==> src/rtl/lane_sensor_hub_pkg.sv <==
// Shared lane constants, arbiter state type and the round-robin pick helper
// for lane_sensor_hub. Optional build macro: LANE_VIOLATION_EN.
package traffic_pkg;

  localparam int NUM_LANES = 8;
  localparam int LANE_W    = 8;

  localparam int LANE_N2 = 0;
  localparam int LANE_N1 = 1;
  localparam int LANE_E2 = 2;
  localparam int LANE_E1 = 3;
  localparam int LANE_S2 = 4;
  localparam int LANE_S1 = 5;
  localparam int LANE_W2 = 6;
  localparam int LANE_W1 = 7;

  typedef enum logic [1:0] {
    IDLE  = 2'd0,
    GRANT = 2'd1,
    HOLD  = 2'd2
  } emg_state_t;

  // First requesting lane at or after last+1, wrapping; returns last+1 if none.
  function automatic logic [2:0] rr_pick(input logic [7:0] req, input logic [2:0] last);
    logic [2:0] idx;
    logic       found;
    rr_pick = last + 3'd1;
    found   = 1'b0;
    for (int k = 1; k <= 8; k++) begin
      idx = last + 3'(k);
      if (!found && req[idx]) begin
        rr_pick = idx;
        found   = 1'b1;
      end
    end
  endfunction

endpackage

==> src/rtl/lane_sensor_hub_if.sv <==
// Sensor-side and breadboard-side signal bundle of lane_sensor_hub.
// Inputs are level/pulse sampled each rising edge; there is no handshake.
interface lane_sensor_hub_if;
  import traffic_pkg::*;

  logic [7:0]  carArrive;
  logic [7:0]  carDepart;
  logic [7:0]  greenLanes;
  logic [7:0]  emgReq;
  logic [63:0] lanes;
  logic        emgSignal;
  logic [7:0]  emgLane;
  logic [2:0]  busiestLane;
  logic [10:0] totalCount;
  emg_state_t  emgState;
`ifdef LANE_VIOLATION_EN
  logic [7:0]  redRunFlag;
`endif

  modport slave (
    input  carArrive, carDepart, greenLanes, emgReq,
    output lanes, emgSignal, emgLane, busiestLane, totalCount, emgState
`ifdef LANE_VIOLATION_EN
    , output redRunFlag
`endif
  );

  modport master (
    output carArrive, carDepart, greenLanes, emgReq,
    input  lanes, emgSignal, emgLane, busiestLane, totalCount, emgState
`ifdef LANE_VIOLATION_EN
    , input redRunFlag
`endif
  );

endinterface

==> src/rtl/lane_sensor_hub_lane_counter.sv <==
// One lane's saturating occupancy counter; departures only count on green
// and only when the lane is non-empty.
module lane_counter #(
  parameter int W = 8
) (
  input  logic         clk,
  input  logic         rst,
  input  logic         arrive,
  input  logic         depart,
  input  logic         green,
  output logic [W-1:0] count
);

  logic dep_eff;
  logic at_max;

  assign dep_eff = depart && green && (count != '0);
  assign at_max  = (count == {W{1'b1}});

  always_ff @(posedge clk) begin
    if (rst) begin
      count <= '0;
    end else if (arrive && !dep_eff && !at_max) begin
      count <= count + 1'b1;
    end else if (dep_eff && !arrive) begin
      count <= count - 1'b1;
    end
  end

endmodule

==> src/rtl/lane_sensor_hub.sv <==
// Lane occupancy counters, busiest-lane/total reporting and round-robin
// emergency arbiter. Optional build macro: LANE_VIOLATION_EN (redRunFlag).
module lane_sensor_hub
  import traffic_pkg::*;
#(
  parameter int LANES    = 8,
  parameter int CNT_W    = 8,
  parameter int EMG_HOLD = 4
) (
  input logic               clk,
  input logic               rst,
  lane_sensor_hub_if.slave  hub
);

  localparam int HW = (EMG_HOLD > 1) ? $clog2(EMG_HOLD) : 1;

  logic [CNT_W-1:0] cnt [LANES];
  logic [63:0]      lanes_flat;
  logic [2:0]       best_idx;
  logic [CNT_W-1:0] best_val;
  logic [10:0]      sum;
  logic [2:0]       busiest_q;
  logic [10:0]      total_q;

  for (genvar i = 0; i < LANES; i++) begin : g_lane
    lane_counter #(.W(CNT_W)) u_cnt (
      .clk    (clk),
      .rst    (rst),
      .arrive (hub.carArrive[i]),
      .depart (hub.carDepart[i]),
      .green  (hub.greenLanes[i]),
      .count  (cnt[i])
    );
  end

  // Strict '>' keeps the lowest index on ties and 0 when all counts are 0.
  always_comb begin
    lanes_flat = '0;
    best_idx   = '0;
    best_val   = cnt[0];
    sum        = '0;
    for (int i = 0; i < LANES; i++) begin
      lanes_flat[8*i +: 8] = cnt[i];
      sum = sum + 11'(cnt[i]);
      if (cnt[i] > best_val) begin
        best_val = cnt[i];
        best_idx = 3'(i);
      end
    end
  end

  always_ff @(posedge clk) begin
    if (rst) begin
      busiest_q <= '0;
      total_q   <= '0;
    end else begin
      busiest_q <= best_idx;
      total_q   <= sum;
    end
  end

  emg_state_t  state;
  logic [2:0]  grant;
  logic [2:0]  last_grant;
  logic [HW-1:0] hold_cnt;
  logic        sig_q;
  logic [7:0]  lane_q;
  logic [2:0]  pick;

  assign pick = rr_pick(hub.emgReq, last_grant);

  // A grant is never preempted; only its own request going low moves it on.
  always_ff @(posedge clk) begin
    if (rst) begin
      state      <= IDLE;
      grant      <= '0;
      last_grant <= 3'd7;
      hold_cnt   <= '0;
      sig_q      <= 1'b0;
      lane_q     <= '0;
    end else begin
      case (state)
        IDLE: begin
          if (hub.emgReq != '0) begin
            grant  <= pick;
            state  <= GRANT;
            sig_q  <= 1'b1;
            lane_q <= 8'(1) << pick;
          end
        end
        GRANT: begin
          if (!hub.emgReq[grant]) begin
            if (EMG_HOLD == 0) begin
              state      <= IDLE;
              last_grant <= grant;
              sig_q      <= 1'b0;
              lane_q     <= '0;
            end else begin
              state    <= HOLD;
              hold_cnt <= HW'(EMG_HOLD - 1);
            end
          end
        end
        HOLD: begin
          if (hub.emgReq[grant]) begin
            state <= GRANT;
          end else if (hold_cnt == '0) begin
            state      <= IDLE;
            last_grant <= grant;
            sig_q      <= 1'b0;
            lane_q     <= '0;
          end else begin
            hold_cnt <= hold_cnt - 1'b1;
          end
        end
        default: begin
          state  <= IDLE;
          sig_q  <= 1'b0;
          lane_q <= '0;
        end
      endcase
    end
  end

`ifdef LANE_VIOLATION_EN
  logic [7:0] red_q;
  always_ff @(posedge clk) begin
    if (rst) red_q <= '0;
    else     red_q <= red_q | (hub.carDepart & ~hub.greenLanes);
  end
  assign hub.redRunFlag = red_q;
`endif

  assign hub.lanes       = lanes_flat;
  assign hub.busiestLane = busiest_q;
  assign hub.totalCount  = total_q;
  assign hub.emgSignal   = sig_q;
  assign hub.emgLane     = lane_q;
  assign hub.emgState    = state;

endmodule

==> src/flat_wrapper.sv <==
// flat-port wrapper written by rule: the top's interface ports become plain ports
module lane_sensor_hub_flat import traffic_pkg::*;
#(
  parameter int LANES    = 8,
  parameter int CNT_W    = 8,
  parameter int EMG_HOLD = 4
)
  (clk, rst, hub_carArrive, hub_carDepart, hub_greenLanes, hub_emgReq, hub_lanes, hub_emgSignal, hub_emgLane, hub_busiestLane, hub_totalCount, hub_emgState);
  lane_sensor_hub_if hub_i ();
  input logic clk;
  input logic rst;
  input wire logic [$bits(hub_i.carArrive)-1:0] hub_carArrive;
  input wire logic [$bits(hub_i.carDepart)-1:0] hub_carDepart;
  input wire logic [$bits(hub_i.greenLanes)-1:0] hub_greenLanes;
  input wire logic [$bits(hub_i.emgReq)-1:0] hub_emgReq;
  output wire logic [$bits(hub_i.lanes)-1:0] hub_lanes;
  output wire logic [$bits(hub_i.emgSignal)-1:0] hub_emgSignal;
  output wire logic [$bits(hub_i.emgLane)-1:0] hub_emgLane;
  output wire logic [$bits(hub_i.busiestLane)-1:0] hub_busiestLane;
  output wire logic [$bits(hub_i.totalCount)-1:0] hub_totalCount;
  output wire logic [$bits(hub_i.emgState)-1:0] hub_emgState;
  assign hub_i.carArrive = hub_carArrive;
  assign hub_i.carDepart = hub_carDepart;
  assign hub_i.greenLanes = hub_greenLanes;
  assign hub_i.emgReq = hub_emgReq;
  assign hub_lanes = hub_i.lanes;
  assign hub_emgSignal = hub_i.emgSignal;
  assign hub_emgLane = hub_i.emgLane;
  assign hub_busiestLane = hub_i.busiestLane;
  assign hub_totalCount = hub_i.totalCount;
  assign hub_emgState = hub_i.emgState;
  lane_sensor_hub #(.LANES(LANES), .CNT_W(CNT_W), .EMG_HOLD(EMG_HOLD)) u_core (.clk(clk), .rst(rst), .hub(hub_i));
endmodule
==> config.mk <==
export PLATFORM = sky130hd
export DESIGN_NAME = lane_sensor_hub_flat
export DESIGN_NICKNAME = d
export VERILOG_FILES = /design/src/rtl/lane_sensor_hub_pkg.sv /design/src/rtl/lane_sensor_hub_if.sv /design/src/rtl/lane_sensor_hub_lane_counter.sv /design/src/rtl/lane_sensor_hub.sv /design/src/flat_wrapper.sv
export SDC_FILE = /design/constraint.sdc
export NUM_CORES = 1
export LEC_CHECK = 0
export ABC_AREA = 1
export BUFFER_PORTS_ARGS = -buffer_cell sky130_fd_sc_hd__buf_2
export CORE_MARGIN = 3
export CORE_UTILIZATION = 60
export DETAILED_ROUTE_END_ITERATION = 10
export GPL_ROUTABILITY_DRIVEN = 1
export GPL_TIMING_DRIVEN = 0
export PLACE_DENSITY = 0.81
export SLEW_MARGIN = 40
export SYNTH_ARGS = -nofsm -noshare
export SYNTH_HDL_FRONTEND = slang
export SYNTH_HIERARCHICAL = 1
export SYNTH_SLANG_ARGS = --single-unit
export TNS_END_PERCENT = 30
==> constraint.sdc <==
create_clock -name clk -period 26 [get_ports clk]
set_input_delay 0 -clock clk [delete_from_list [all_inputs] [get_ports clk]]
set_output_delay 0 -clock clk [all_outputs]
set_load 0.05 [all_outputs]
==> impl_metrics.tcl, run 1 <==
set metrics [dict create \
    status "completed" \
    synth_nets 1767 \
    crit_top_cell "nand2_1" \
    holdCritPathClass "in -> reg" \
    max_clock_freq_mhz 92.1 \
    grt_pass1_wl_mm 43.6 \
    max_stage_delay_ns 0.50 \
    muxShareOfSynthArea_pct 0.375 \
    cts.sinks 97 \
    async_flop_share_pct 0 \
    clock_path_buffers 2 \
    n_fill_cell 1530 \
    clock_skew_ns 0.00802 \
    slew_headroom_pct 59.9 \
    ys_warn_count 6 \
    initial_utilization_pct 61.6 \
    cp_data_required_time_ns 26.22 \
    grt_start_max_net_pins 18 \
    finalCritPeriodShare_pct 41.7 \
    synthFlopType "dfxtp_1" \
    rr_worst_depth 59 \
    synth-adder-area-share_pct 23.7 \
    drcViolationCount 0 \
    root_buffer "clkbuf_16" \
    synth-simple-area-share_pct 27.4 \
    htreeDepth 3 \
    hpwlAfterDp_mm 20.6 \
    grt_antenna_before_repair 0 \
    min_path_cells 5 \
    fin_cells 1927 \
    cpMaxStageDelayCell "dfxtp_1" \
    timing.rr.start "u_core/g_lane[0].u_cnt/count[7]$_SDFFE_PP0P_" \
    synth_xor_area_share_pct 3.61 \
    worst_slew_pin_slew_ns 0.595 \
    die-area_sq_mm 0.0194 \
    num_rows 48 \
    synth.distinct_cells 42 \
    core_area_sq_mm 0.0174 \
    insertion_delay_ns 0.35 \
    ioPinCount 123 \
    fin_tns_setup_ns 0 \
    period_needed_ns 10.85 \
    dr.pass1.iters 5 \
    hold_buffers 0 \
    cap_viol_max_count 0 \
    routed_wl_mm 25.9 \
    cts_made_buffers 9 \
    avgSynthCellArea_sq_um 6.83 \
    antennaDiodeCount 0 \
    synth_compound_area_share_pct 15.4 \
    yosysSeqAreaShare_pct 18.2 \
    clk_pin_slew_worst_paths_ns 0.07 \
    gp_congestion 0.915 \
    drtIter0Drc 711 \
    via_per_inst 5.34 \
    rrSetupSlack_ns 15.15 \
    postCtsSetupBuffers 0 \
    arrival_ns 11.07 \
    grt_pass1_vias 9603 \
    path_class "reg -> reg" \
    area_growth_pct 11.2 \
    rsz0062_at_grt "false" \
    cts_resized 0 \
    dieHeight_um 139 \
    ant_nets 0 \
    synthesis.area_sq_mm 0.0107 \
    dp.cells 1911 \
    synth-seq-cells 97 \
    cp-end-kind "register" \
    fin_nets 1900 \
    start_kind "register" \
    rr_endpoint "u_core/hub.busiestLane[2]$_SDFF_PP0_" \
    numPortBuffers 122 \
    track_usage_pct 26.4 \
    setup_viol 0 \
    syn_inst 1564 \
    finalHoldViolCount 0 \
    min_from "hub_carArrive[5]" \
    synth_top_family_by_area "simple AND/OR/NAND/NOR gates" \
    cts_tree "done" \
    maxSlewViolCount 0 \
    grt_overflow 0 \
    wl_per_cell_um 13.4 \
    drive_above_1_share_pct 13.4 \
    synth_edf_count 0 \
    crit_fanout 10 \
    vias 10300 \
    die_x_um 139 \
    whs_endpoint "u_core/g_lane[5].u_cnt/count[1]$_SDFFE_PP0P_" \
]
==> per-stage QoR <==
step | utilization [%] | setup slack (ns) | hold slack, ns | instance area (sq um)
after CTS | 68.4 | 15.36 | 0.0539 | 11900
final | 68.4 | 15.15 | 0.0676 | 11900
after detailed placement | 66.7 | 15.44 | 0.428 | 11600
after floorplan | - | 16.57 | 0.0899 | 10700
after global placement | 66.7 | 15.64 | 0.420 | 11600
after global routing | 68.4 | 14.07 | 0.0901 | 11900
==> worst max-delay path, delay by kind of cell (launching register included) <==
kind                       cells  cell delay, ns
AOI/OAI and AO/OA             18            2.83
adders and majority gates      7            2.28
buffers and inverters          9            2.08
DFF                            1            0.50
and+or+nand+nor               25            3.03
==> state kept, by name, summed over array words and instances (netlist names) <==
name and count:
u_core/hub.totalCount 11, u_core/hub.busiestLane 3, u_core/hold_cnt 2, u_core/last_grant 3, u_core/g_lane.u_cnt/count 64, u_core/hub.emgState 2, u_core/grant 3, u_core/hub.emgLane 8
u_core/hub.emgSignal 1
==> final cells by class <==
type / instances / area [sq um] / area share (%)
Buffer: 19 / 139 / 1.17
Clock buffer: 10 / 229 / 1.93
Clock inverter: 6 / 72.6 / 0.611
Inverter: 285 / 1070 / 9.01
Multi-Input combinational cell: 1163 / 7530 / 63.4
Sequential cell: 97 / 1940 / 16.3
Tap cell: 225 / 282 / 2.37
Timing Repair Buffer: 122 / 611 / 5.14
==> cell usage in the layout (no fill, tap or decap), types with 11 or more instances in the layout <==
cell type,n
nand2_1,338
inv_1,259
a21oi_1,132
buf_2,122
ha_1,114
nor2_1,113
dfxtp_1,97
o21ai_0,95
nand3_1,73
fa_1,55
o21ai_1,47
nand2_4,27
xnor2_1,25
nand2_2,23
xor2_1,19
nand4_1,18
clkinv_1,17
o211ai_1,14
clkbuf_1,11
==> logic make-up after synthesis <==
kind of cell               count (synthesis)
and+or+nand+nor                          635
AOI/OAI and AO/OA                        311
buffers and inverters                    304
adders and majority gates                169
DFF                                       97
xor gates and xnor gates                  44
muxes                                      4
==> synth_stat cells (2+ instances only) <==
cell type	count	area share (%)
nand2_1	338	12
inv_1	259	9.1
a21oi_1	132	6.2
ha_1	114	13
nor2_1	113	4.0
dfxtp_1	97	18
o21ai_0	95	4.4
nand3_1	73	3.4
fa_1	55	10
o21ai_1	47	2.2
nand2_4	27	2.8
xnor2_1	25	2.0
nand2_2	23	1.3
xor2_1	19	1.6
nand4_1	18	1.1
clkinv_1	17	0.60
o211ai_1	14	0.98
clkbuf_1	10	0.35
buf_6	9	0.95
inv_2	9	0.32
nor2_2	9	0.53
and2_1	8	0.47
nand3_2	8	0.75
or2_1	8	0.47
a211oi_1	6	0.42
o21bai_1	5	0.35
mux2i_1	4	0.37
nor3_1	4	0.19
a31oi_1	3	0.18
nand4_2	2	0.23
o31ai_1	2	0.14
==> how the worst max path moves through the flow <==
stage	depth (start not counted)	slack, ns	startpoint	endpoint
finish	59	15.15	u_core/g_lane[0].u_cnt/count[7]$_SDFFE_PP0P_	u_core/hub.busiestLane[2]$_SDFF_PP0_
global route	62	14.07	u_core/g_lane[0].u_cnt/count[1]$_SDFFE_PP0P_	u_core/hub.busiestLane[2]$_SDFF_PP0_
CTS	59	15.36	u_core/g_lane[0].u_cnt/count[7]$_SDFFE_PP0P_	u_core/hub.busiestLane[2]$_SDFF_PP0_
detailed placement	60	15.44	u_core/g_lane[0].u_cnt/count[1]$_SDFFE_PP0P_	u_core/hub.busiestLane[2]$_SDFF_PP0_
global placement	60	15.64	u_core/g_lane[0].u_cnt/count[1]$_SDFFE_PP0P_	u_core/hub.busiestLane[2]$_SDFF_PP0_
floorplan	60	16.57	u_core/g_lane[0].u_cnt/count[1]$_SDFFE_PP0P_	u_core/hub.busiestLane[2]$_SDFF_PP0_
==> layer usage <==
metal	up-vias	track usage [%]	part of all wire [%]
met4	0	7.16	1.3
met3	25	3.51	4.6
met1	4703	33.6	45
met5	-	0	0
li1	5299	-	-
met2	262	47.0	49
Power of run 1 is left out: the tool's default activity adds up to more than one toggle a clock period on the data nets, which glitch-free logic cannot reach.
==> run 2, diff against run 1 <==
--- a/config.mk
+++ b/config.mk
@@ -5,7 +5,7 @@
 export SDC_FILE = /design/constraint.sdc
 export NUM_CORES = 1
 export LEC_CHECK = 0
-export ABC_AREA = 1
+export ABC_AREA = 0
 export BUFFER_PORTS_ARGS = -buffer_cell sky130_fd_sc_hd__buf_2
 export CORE_MARGIN = 3
 export CORE_UTILIZATION = 60
==> constraint.sdc (replaced) <==
create_clock -name clk -period 11.1 [get_ports clk]
set_input_delay 0 -clock clk [delete_from_list [all_inputs] [get_ports clk]]
set_output_delay 0 -clock clk [all_outputs]
set_load 0.05 [all_outputs]
==> run 2 against run 1 <==
Net effect:
- the flow now finishes with violations (negative setup slack)
- first-iteration DRC count grew 72%
- synthesized cell count shrank 20%
- clock skew grew 0.0018 ns
- maximum frequency shrank 13%
- global-route usage grew 5.2 points
- sequential cell count is the same
- worst hold slack lost 0.038 ns
- sequential share of layout area shrank 1.5 points
- die area grew 1.5%
==> impl_metrics.tcl, run 2 <==
set metrics [dict create \
    finalCritPeriodShare_pct 113 \
    finalHoldViolCount 0 \
    violations "negative setup slack" \
    routed_wl_mm 35.1 \
    synth.most_common_cell "ha_1" \
    gp_congestion 0.948 \
    grt_antenna_before_repair 0 \
    period_needed_ns 12.54 \
    synth_edf_count 0 \
    yosysTopAreaCellShare_pct 17.9 \
    status "finished with violations" \
    synth_commonest_cells "ha_1, inv_1, nand2_1" \
    die_x_um 140 \
    via_per_inst 6.58 \
    synthFlopType "dfxtp_1" \
    max_stage_delay_ns 0.37 \
    antennaDiodeCount 0 \
    clk_pin_slew_worst_paths_ns 0.08 \
    maxSlewViolCount 0 \
    worst_slack_ns -1.44 \
    numPortBuffers 122 \
    synth_nets 1455 \
    crit_top_cell "o21ai_1" \
    core_area_sq_mm 0.0175 \
    rsz0062_at_grt "true" \
    cap_viol_max_count 0 \
    path_class "reg -> reg" \
    grt_pass1_wl_mm 51.3 \
    ioPinCount 123 \
    multi_input_area_sq_mm 0.00906 \
    synth-seq-cells 97 \
    setup_viol 3 \
    initial_utilization_pct 62.1 \
    drcViolationCount 0 \
    clock_skew_ns 0.00985 \
    crit_fanout 6 \
    num_rows 48 \
    yosysSeqAreaShare_pct 17.9 \
    final_cell_mix "buf_2, nand2_1, inv_1" \
    async_flop_share_pct 0 \
    area_growth_pct 24.1 \
    final_common_cell "buf_2" \
    vias 11100 \
    synth-adder-area-share_pct 23.4 \
    dieHeight_um 140 \
    cts_tree "done" \
    htreeDepth 3 \
    n_fill_cell 1144 \
    grt_start_max_net_pins 20 \
    grt_pass1_vias 10400 \
    synth_area_leaders "dfxtp_1, ha_1, fa_1" \
    start_kind "register" \
    die-area_sq_mm 0.0197 \
    ys_warn_count 6 \
    synth_xor_area_share_pct 3.47 \
    syn_inst 1252 \
    fin_nets 1662 \
    track_usage_pct 31.6 \
    root_buffer "clkbuf_16" \
    wl_per_cell_um 20.8 \
    synth-simple-area-share_pct 18.6 \
    post_dp_cell_area_sq_mm 0.0120 \
    cp_data_required_time_ns 11.37 \
    drive_above_1_share_pct 27.5 \
    top_register "u_core/g_lane.u_cnt/count" \
    cp-end-kind "register" \
    synth_top_family_by_area "adder cells" \
    max_clock_freq_mhz 79.8 \
    worst_slew_pin_slew_ns 0.759 \
    ant_nets 0 \
    synthesis.area_sq_mm 0.0108 \
    stdcell_area_sq_mm 0.0135 \
    cts.sinks 97 \
    cpMaxStageDelayCell "ha_1" \
    holdCritPathClass "in -> reg" \
    cts_made_buffers 9 \
    insertion_delay_ns 0.37 \
    hpwlAfterDp_mm 22.0 \
    final-seq-area_sq_mm 0.00200 \
    drtIter0Drc 1226 \
    slew_headroom_pct 47.9 \
    grt_overflow 0 \
    clock_path_buffers 2 \
    arrival_ns 12.80 \
    largest_register_ff_count 64 \
    synth.distinct_cells 86 \
    muxShareOfSynthArea_pct 8.36 \
    synth_compound_area_share_pct 23.2 \
    yosysTopAreaCell "dfxtp_1" \
    avgSynthCellArea_sq_um 8.67 \
    dr.pass1.iters 6 \
]
[run 2: path summary, 6_finish.rpt]
path	slack [ns]	depth (start not counted)	from	end
worst max-delay path	-1.44	73	u_core/g_lane[0].u_cnt/count[1]$_SDFFE_PP0P_	u_core/hub.busiestLane[1]$_SDFF_PP0_
worst min-delay path	0.03	3	hub_carArrive[6]	u_core/g_lane[6].u_cnt/count[5]$_SDFFE_PP0P_
worst max register to register	-1.44	73	u_core/g_lane[0].u_cnt/count[1]$_SDFFE_PP0P_	u_core/hub.busiestLane[1]$_SDFF_PP0_
worst min register to register	0.47	2	u_core/hold_cnt[1]$_SDFFE_PP0P_	u_core/hold_cnt[1]$_SDFFE_PP0P_
[run 2: worst max-delay path: cells and delay by family, from the launching register on]
kind	cells	cell delay, ns
adders and majority gates	7	1.90
and+or+nand+nor	17	2.36
DFF	1	0.35
buffers and inverters	10	1.31
muxes	3	0.94
AOI/OAI and AO/OA	36	5.54
[run 2: logic make-up after synthesis]
| kind of cell | after synthesis |
|---|---|
| simple gates | 379 |
| compound gates | 357 |
| fa+ha+maj | 170 |
| buf+inv | 136 |
| flops | 97 |
| mux | 70 |
| xor+xnor | 43 |
[run 2: stage by stage]
stage                     std cells  hold WS (ns)  worst slack, ns  utilization [%]  setup TNS [ns]
after detailed placement       1599         0.411            -1.58             68.4           -4.46
after CTS                      1669        0.0244           -0.463             75.0           -1.31
after global placement         1599         0.408            -1.32             68.4           -3.70
after floorplan                1252        0.0716           -0.320                -          -0.641
after global routing           1689        0.0603            -1.83             77.0           -5.40
final                          1689        0.0292            -1.44             77.0           -4.23
[run 2: layout make-up]
| type | count | area share [%] |
|---|---|---|
| sequential | 97 | 14.8 |
| tap | 225 | 2.09 |
| clock inverter | 7 | 0.511 |
| inverter | 109 | 3.06 |
| clock buffer | 9 | 1.67 |
| buffer | 27 | 1.62 |
| multi-input combinational | 1019 | 67.3 |
| timing repair buffer | 196 | 8.94 |
[run 2: routing by layer]
layer | vias up | global-route usage [%] | wire (um)
li1 | 5011 | - | -
met1 | 5241 | 40.4 | 13600
met2 | 693 | 52.0 | 16500
met3 | 174 | 6.04 | 3140
met4 | 0 | 14.2 | 1820
met5 | - | 0 | 0
[run 2: what timing repair did]
action / in CTS / in global routing
cloned: 2 / 0
endpoints found under the setup margin: 3 / 3
pin swaps: 53 / 49
buffers inserted: 52 / 20
gates resized for setup: 92 / 35
hold buffers: 0 / 0
Power of run 2 is left out for the same reason.
==> run 3, diff against run 2 <==
--- a/config.mk
+++ b/config.mk
@@ -8,14 +8,13 @@
 export ABC_AREA = 0
 export BUFFER_PORTS_ARGS = -buffer_cell sky130_fd_sc_hd__buf_2
 export CORE_MARGIN = 3
-export CORE_UTILIZATION = 60
+export CORE_UTILIZATION = 25
 export DETAILED_ROUTE_END_ITERATION = 10
 export GPL_ROUTABILITY_DRIVEN = 1
 export GPL_TIMING_DRIVEN = 0
-export PLACE_DENSITY = 0.81
+export PLACE_DENSITY = 0.4
 export SLEW_MARGIN = 40
 export SYNTH_ARGS = -nofsm -noshare
 export SYNTH_HDL_FRONTEND = slang
-export SYNTH_HIERARCHICAL = 1
 export SYNTH_SLANG_ARGS = --single-unit
 export TNS_END_PERCENT = 30
==> run 3 against run 2 <==
Net effect:
- the run still ends with negative setup slack left
- count of clock-buffer cells in the layout grew 2
- register-to-register slack gained 0.76 ns
- critical path type unchanged
- non-clock buffer count grew 8
- worst setup slack gained 0.76 ns
- global-route usage shrank 15 points
- critical path depth grew 2
==> impl_metrics.tcl, run 3 <==
set metrics [dict create \
    fin_cells 1986 \
    cts.sinks 97 \
    grt_pass1_vias 9575 \
    cpMaxStageDelayCell "dfxtp_4" \
    cts_tree "done" \
    wl_per_cell_um 18.1 \
    dieHeight_um 211 \
    cap_viol_max_count 0 \
    core_area_sq_mm 0.0413 \
    worst_slack_ns -0.678 \
    holdCritPathClass "in -> reg" \
    period_needed_ns 11.78 \
    yosysTopAreaCellShare_pct 18.4 \
    hpwlAfterDp_mm 27.7 \
    top_register "u_core.g_lane.u_cnt.count" \
    path_class "reg -> reg" \
    highest_layer "met4" \
    n_fill_cell 4375 \
    maxSlewViolCount 0 \
    cp-end-kind "register" \
    via_per_inst 4.80 \
    antennaDiodeCount 0 \
    track_usage_pct 16.3 \
    fin_nets 1660 \
    numPortBuffers 121 \
    insertion_delay_ns 0.39 \
    gp_congestion 0.847 \
    die-area_sq_mm 0.0447 \
    num_rows 74 \
    setup_viol 3 \
    arrival_ns 12.01 \
    grt_pass1_wl_mm 56.0 \
    grt_antenna_before_repair 0 \
    vias 9540 \
    violations "negative setup slack" \
    synth.most_common_cell "nor2_1" \
    drcViolationCount 0 \
    initial_utilization_pct 25.6 \
    async_flop_share_pct 0 \
    ioPinCount 123 \
    ant_nets 0 \
    final_cell_mix "nor2_1, buf_2, inv_1" \
    finalCritPeriodShare_pct 106 \
    synth_area_leaders "dfxtp_1, ha_1, fa_1" \
    yosysSeqAreaShare_pct 18.4 \
    area_growth_pct 28.5 \
    synth_commonest_cells "nor2_1, ha_1, inv_1" \
    die_x_um 211 \
    finalHoldViolCount 0 \
    worst_slew_pin_slew_ns 0.752 \
    start_kind "register" \
    grt_start_max_net_pins 17 \
    hold_buffers 0 \
    root_buffer "clkbuf_16" \
    grt_overflow 0 \
    drtIter0Drc 432 \
    largest_register_ff_count 64 \
    wl_met3_um 929 \
    synthesis.area_sq_mm 0.0106 \
    status "finished with violations" \
    synth.distinct_cells 86 \
    max_clock_freq_mhz 84.9 \
    ys_warn_count 0 \
    dp.cells 1895 \
    yosysTopAreaCell "dfxtp_1" \
    pre_cts_ws_ns -2.20 \
    synthFlopType "dfxtp_1" \
    max_stage_delay_ns 0.36 \
    drive_above_1_share_pct 27.0 \
    htreeDepth 3 \
    dr.pass1.iters 5 \
    final_common_cell "nor2_1" \
    clock_skew_ns 0.0114 \
    cp_data_required_time_ns 11.33 \
    synth_nets 1453 \
    rsz0062_at_grt "true" \
    slew_headroom_pct 49.8 \
    routed-wl-met2_mm 16.4 \
    clk_pin_slew_worst_paths_ns 0.08 \
    syn_inst 1242 \
    synth-seq-cells 97 \
    avgSynthCellArea_sq_um 8.50 \
    clock_path_buffers 2 \
    drt-met1-wl_mm 17.9 \
    crit_fanout 8 \
    cts_made_buffers 9 \
    routed_wl_mm 35.9 \
    utilization_pct 32.8 \
    synth_edf_count 0 \
]
run 3: logic make-up after synthesis:
logic type	synth area share, %
and+or+nand+nor	15.7
AOI/OAI and AO/OA	21.5
adders and majority gates	24.3
buffers and inverters	6.25
DFF	18.4
xor gates and xnor gates	6.64
muxes	7.17
run 3: layout make-up:
type	count	area (sq um)	share of cell area [%]
Multi-Input combinational cell	986	8700	64.2
Sequential cell	97	2000	14.8
Timing Repair Buffer	199	1240	9.16
Tap cell	532	666	4.91
Inverter	124	485	3.58
Clock buffer	11	233	1.72
Buffer	32	171	1.26
Clock inverter	5	62.6	0.461
run 3: path summary, 6_finish.rpt:
path	slack (ns)	cells after the start	start	end
max reg2reg	-0.68	75	u_core.g_lane[0].u_cnt.count[1]$_SDFFE_PP0P_	u_core.hub.busiestLane[1]$_SDFF_PP0_
min	0.09	4	hub_carArrive[1]	u_core.g_lane[1].u_cnt.count[2]$_SDFFE_PP0P_
min reg2reg	0.45	2	u_core.hub.emgLane[2]$_SDFFE_PP0P_	u_core.hub.emgLane[2]$_SDFFE_PP0P_
max	-0.68	75	u_core.g_lane[0].u_cnt.count[1]$_SDFFE_PP0P_	u_core.hub.busiestLane[1]$_SDFF_PP0_
run 3: repair_timing:
| action | CTS | global route |
|---|---|---|
| pin swaps | 50 | 51 |
| hold endpoints to repair | 0 | 0 |
| setup buffers | 61 | 17 |
| gates resized for setup | 88 | 27 |
| setup endpoints to repair | 3 | 3 |
| gates cloned | 0 | 0 |
run 3: worst max-delay path: cells and delay by family, from the launching register on:
kind                       cells  cell delay, ns
AOI/OAI and AO/OA             34            4.55
and+or+nand+nor               18            2.34
adders and majority gates      7            1.79
muxes                          5            1.31
buffers and inverters         11            1.26
DFF                            1            0.36
run 3: through the flow:
| stage | TNS [ns] | area [sq um] | hold WS (ns) |
|---|---|---|---|
| 2_1_floorplan | -1.01 | 10800 | 0.320 |
| 3_3_place_gp | -6.35 | 12000 | 0.445 |
| 3_5_place_dp | -6.44 | 12000 | 0.444 |
| 4_1_cts | -1.89 | 13300 | 0.0664 |
| 5_1_grt | -3.67 | 13600 | 0.127 |
| 6_report | -1.92 | 13600 | 0.0931 |
run 3: per-layer routing:
metal,up-vias,global-route usage (%)
li1,4828,-
met1,4562,22.8
met5,-,0
met4,0,3.95
met3,25,2.58
met2,125,26.3
Power of run 3 is left out for the same reason.
